$ cat src/rtl/matmul_loader.sv
// Packs a 32-byte A/B frame into eight words in the engine memory, kicks the engine and
// waits for it to finish. Write appears 1 cycle after lane 3; in_ready is low outside LOAD.
module matmul_loader #(
   parameter logic [9:0] BASE_A  = 10'h000,
   parameter logic [9:0] BASE_B  = 10'h100,
   parameter int         TIMEOUT = 1023
) (
   input  logic        clk,
   input  logic        rstn,
   input  logic        in_valid,
   output logic        in_ready,
   input  logic [7:0]  in_data,
   input  logic        in_last,
   output logic        mem_write_en,
   output logic [9:0]  mem_addr,
   output logic [31:0] mem_data,
   output logic        mm_kick_start,
   input  logic        mm_ready,
   output logic        busy,
   output logic        done,
   output logic        err
);

   localparam int TW = (TIMEOUT < 2) ? 1 : $clog2(TIMEOUT + 1);
   localparam logic [TW-1:0] T_LAST = TW'(TIMEOUT - 1);
   localparam logic [TW-1:0] T_ONE  = TW'(1);

   typedef enum logic [1:0] {LOAD, KICK, WAIT_BUSY, WAIT_DONE} state_t;

   state_t        state, state_nxt;
   logic [4:0]    cnt;
   logic [23:0]   pack;
   logic [TW-1:0] tcnt;

   logic          accept, frame_err, last_ok, tmo;
   logic          done_set, tmo_err, tcnt_clr;
   logic [9:0]    wr_addr;

   assign in_ready  = (state == LOAD);
   assign busy      = (state != LOAD) || (cnt != 5'd0);
   assign accept    = in_valid & in_ready;
   assign frame_err = accept & (in_last != (cnt == 5'd31));
   assign last_ok   = accept & in_last & (cnt == 5'd31);
   assign tmo       = (tcnt == T_LAST);
   // words 0-3 are A rows, words 4-7 are B columns
   assign wr_addr   = (cnt[4] ? BASE_B : BASE_A) + {8'd0, cnt[3:2]};

   always_ff @(posedge clk or negedge rstn) begin
      if (!rstn) state <= LOAD;
      else       state <= state_nxt;
   end

   always_comb begin
      state_nxt     = state;
      mm_kick_start = 1'b0;
      done_set      = 1'b0;
      tmo_err       = 1'b0;
      tcnt_clr      = 1'b0;
      case (state)
         LOAD: begin
            if (last_ok) state_nxt = KICK;
         end
         KICK: begin
            if (mm_ready) begin
               mm_kick_start = 1'b1;
               tcnt_clr      = 1'b1;
               state_nxt     = WAIT_BUSY;
            end
         end
         WAIT_BUSY: begin
            if (!mm_ready) begin
               tcnt_clr  = 1'b1;
               state_nxt = WAIT_DONE;
            end else if (tmo) begin
               tmo_err   = 1'b1;
               state_nxt = LOAD;
            end
         end
         WAIT_DONE: begin
            if (mm_ready) begin
               done_set  = 1'b1;
               state_nxt = LOAD;
            end else if (tmo) begin
               tmo_err   = 1'b1;
               state_nxt = LOAD;
            end
         end
         default: state_nxt = LOAD;
      endcase
   end

   always_ff @(posedge clk or negedge rstn) begin
      if (!rstn) begin
         cnt          <= 5'd0;
         pack         <= 24'd0;
         tcnt         <= '0;
         mem_write_en <= 1'b0;
         mem_addr     <= 10'd0;
         mem_data     <= 32'd0;
         done         <= 1'b0;
         err          <= 1'b0;
      end else begin
         mem_write_en <= 1'b0;
         done         <= done_set;
         if (accept) begin
            if (frame_err) begin
               err <= 1'b1;
               cnt <= 5'd0;
            end else begin
               if (cnt == 5'd0) err <= 1'b0;
               cnt <= cnt + 5'd1;
               case (cnt[1:0])
                  2'd0: pack[7:0]   <= in_data;
                  2'd1: pack[15:8]  <= in_data;
                  2'd2: pack[23:16] <= in_data;
                  default: begin
                     mem_write_en <= 1'b1;
                     mem_addr     <= wr_addr;
                     mem_data     <= {in_data, pack};
                  end
               endcase
            end
         end
         if (tmo_err) err <= 1'b1;
         if (tcnt_clr)
            tcnt <= '0;
         else if (state == WAIT_BUSY || state == WAIT_DONE)
            tcnt <= tcnt + T_ONE;
      end
   end

endmodule

$ cat config.mk
export PLATFORM = sky130hd
export DESIGN_NAME = matmul_loader
export DESIGN_NICKNAME = d
export VERILOG_FILES = /design/src/rtl/matmul_loader.sv
export SDC_FILE = /design/constraint.sdc
export NUM_CORES = 1
export LEC_CHECK = 0
export ABC_AREA = 1
export BUFFER_PORTS_ARGS = -buffer_cell sky130_fd_sc_hd__buf_2
export CAP_MARGIN = 20
export CORE_ASPECT_RATIO = 0.5
export CORE_MARGIN = 2
export CORE_UTILIZATION = 45
export DETAILED_ROUTE_END_ITERATION = 10
export MAX_ROUTING_LAYER = met4
export PLACE_DENSITY = 0.76
export SLEW_MARGIN = 40
export SYNTH_ARGS = -nofsm -noshare
export SYNTH_HDL_FRONTEND = slang
export SYNTH_SLANG_ARGS = --single-unit
$ cat constraint.sdc
create_clock -name clk -period 5.5 [get_ports clk]
set_input_delay 0.55 -clock clk [delete_from_list [all_inputs] [get_ports clk]]
set_output_delay 0.55 -clock clk [all_outputs]
set_load 0.01 [all_outputs]
==> flow_summary_export.csv <==
group,metric,value,unit
logic_synthesis,synth_edf_count,0,
logic_synthesis,synth_fa_ha_area_share,2.84,%
placement,post-place-ws,2.56,ns
die,die_w,129,um
grt,first_global_vias,2676,
die,fp.dieArea,8610,um2
placement,hpwl,4750,um
die,row_count,22,
final_layout,nNetsFinal,472,
worst_hold_path,min_path_type,"primary input to async pin",
final_layout,final_common_cell,"nand2_1",
logic_synthesis,synth_top_family_by_area,"simple AND/OR/NAND/NOR gates",
worst_setup_path,startpoint,"cnt[1]",
worst_setup_path,ff2ff_setup_slack,2.55,ns
logic_synthesis,yosys_warnings,0,
routing,drc,0,
logic_synthesis,synth_top_flop_cell,"dfrtp_1",
logic_synthesis,synth_area_per_cell,8.78,um2
worst_setup_path,worst_r2r_path_depth,9,
logic_synthesis,synthesis.area,3530,um2
sta,tightest_slew,0.798,ns
logic_synthesis,synth-simple-area-share,22.3,%
grt,grt_pass1_wl,12200,um
worst_setup_path,cp.arrival,3.18,ns
routing,drtIter0Drc,229,
logic_synthesis,synth_seq_area_share,56.0,%
grt,grt_overflow,0,
logic_synthesis,synth_xor_area_share,0.496,%
die,fp.coreArea,7460,um2
grt,grt_start_max_net_pins,80,
final_layout,drive_above_1_share,17.1,%
worst_setup_path,r2r-end,"mem_addr[0]",
sta,slew_viol_final,0,
routing,avgViaCountPerCell,4.92,
sta,setup_tns,0,ns
worst_setup_path,required,5.73,ns
routing,postRouteAntennaNets,0,
routing,vias,2775,
logic_synthesis,synth-compound-area-share,11.7,%
sta,timing.fmax,0.339,GHz
clocking,clock_latency,0.34,ns
die,start_util,47.3,%
worst_setup_path,rr_startpoint,"cnt[1]",
logic_synthesis,async_reset_ff_share,100,%
clocking,cts_setup_buffers,0,
run,max_cap_viol_count,0,
placement,place.gp.congestion,0.934,
sta,rsz0062_at_grt,"false",
worst_setup_path,criticalPathCategory,"register to register",
grt,track_usage,19.2,%
clocking,cts_resized,0,
sta,finalCriticalPeriod,2.95,ns
logic_synthesis,syn_inst,402,
sta,finalHoldViolations,0,
logic_synthesis,muxShareOfSynthArea,0,%
sta,slew_headroom,46.7,%
sta,layout_setup_ws,2.55,ns
pwr,p_per_area,511,nW/um2
final_layout,finalInstanceArea,4110,um2
die,io_pins,61,
die,die_y,66.6,um
grt,antenna_found_initial,0,
sta,fin_crit_sh,53.6,%
clocking,cts-root-buf,"clkbuf_16",
worst_setup_path,worst-path-max-fanout,62,
logic_synthesis,yosysUniqueCellTypes,28,
placement,dpl_cell_area,3820,um2
placement,port_buffers,53,
clocking,numCtsBuffers,9,
sta,skew,0.00650,ns
clocking,ctsLongestPathBuffers,2,
pwr,power,0.00210,W
worst_setup_path,end_kind,"register",
routing,routed_wl,7220,um
sta,setup_viol,0,
logic_synthesis,synth_seq_cells,79,
final_layout,diodes,0,
clocking,ctsHoldBuffers,0,
final_layout,layout_common_cells,"143 x nand2_1, 79 x dfrtp_1, 63 x o21ai_0",
routing,avgRoutedWirePerCell,12.8,um
clocking,htree_levels,3,
run_status,status,"completed",
routing,dr.pass1.iters,4,
worst_setup_path,start_kind,"register",
clocking,clk_pin_slew,0.06,ns
clocking,cts_num_sinks,79,
clocking,tritoncts,"yes",
final_layout,area_growth,16.6,%
pwr,leakagePower,2.21,nW
pwr,vdd_drop_max,0.263,mV
==> layout make-up <==
cell class	count	area, um2
sequential	79	1980
clock inverter	3	25.0
fill	669	3350
inverter	24	92.6
clock buffer	13	270
tap	108	135
timing repair buffer	53	272
multi-input combinational	284	1340
==> routing by layer <==
metal | track usage [%] | routed length, um | share of wire [%]
met1 | 23.0 | 3320 | 46
met2 | 30.7 | 3360 | 46
met3 | 5.86 | 423 | 5.9
met4 | 7.88 | 125 | 1.7
met5 | - | 0 | 0
==> worst max path at each step <==
stage | depth (start not counted) | endpoint
after floorplan | 11 | mem_addr[8]
after global placement | 9 | mem_addr[0]
after detailed placement | 9 | mem_addr[1]
after CTS | 9 | mem_addr[0]
after global routing | 9 | mem_addr[0]
final | 9 | mem_addr[0]
==> power breakdown <==
part / internal [W] / leakage [nW] / switching, W
Combinational: 0.000207 / 1.02 / 0.000394
Sequential: 0.000797 / 1.04 / 0.000126
Clock: 0.000345 / 0.142 / 0.000231
==> worst max-delay path, stage by stage (launching register included) <==
cell     delay [ns]
dfrtp_1        0.43
ha_1           0.22
inv_1          0.07
nor3_1         0.05
ha_1           0.21
xnor2_1        0.40
nand2_4        0.43
nor2_4         0.75
nand2_1        0.12
o21a_1         0.14
==> synth_stat cells (2+ instances only) <==
library cell | count | area [um2]
nand3_1 | 10 | 50.1
inv_1 | 22 | 82.6
nor2_4 | 4 | 45.0
nand2_1 | 143 | 537
buf_6 | 4 | 45.0
nor3_1 | 7 | 35.0
nor2_1 | 17 | 63.8
o21a_1 | 3 | 22.5
a21oi_1 | 10 | 50.1
o21ai_0 | 63 | 315
clkbuf_1 | 8 | 30.0
nand2_4 | 2 | 22.5
ha_1 | 8 | 100
buf_4 | 8 | 60.1
xnor2_1 | 2 | 17.5
dfrtp_1 | 79 | 1980
==> cells by family (layout without fill, tap and decap cells) <==
kind of cell	count (synthesis)	in the layout
adder cells (fa/ha/maj)	8	8
XOR/XNOR	2	2
other	1	7
AND/OR/NAND/NOR	188	188
buffers and inverters	45	93
AO/OA/AOI/OAI	79	79
flip-flops	79	79
==> flip-flops by register name, indices dropped and copies added, names as in the netlist <==
| name | count |
|---|---|
| cnt | 5 |
| done | 1 |
| err | 1 |
| mem_addr | 3 |
| mem_data | 32 |
| mem_write_en | 1 |
| pack | 24 |
| state | 2 |
| tcnt | 10 |
==> per-stage QoR <==
stage               util (%)  hold WS, ns  cells
finish                  55.1        0.224    564
global route            55.1        0.304    564
CTS                     55.1        0.272    564
detailed placement      51.2        0.457    548
global placement        51.1        0.452    548
floorplan                  -        0.254    408
Note: power is estimated with default switching activity, not from simulation.
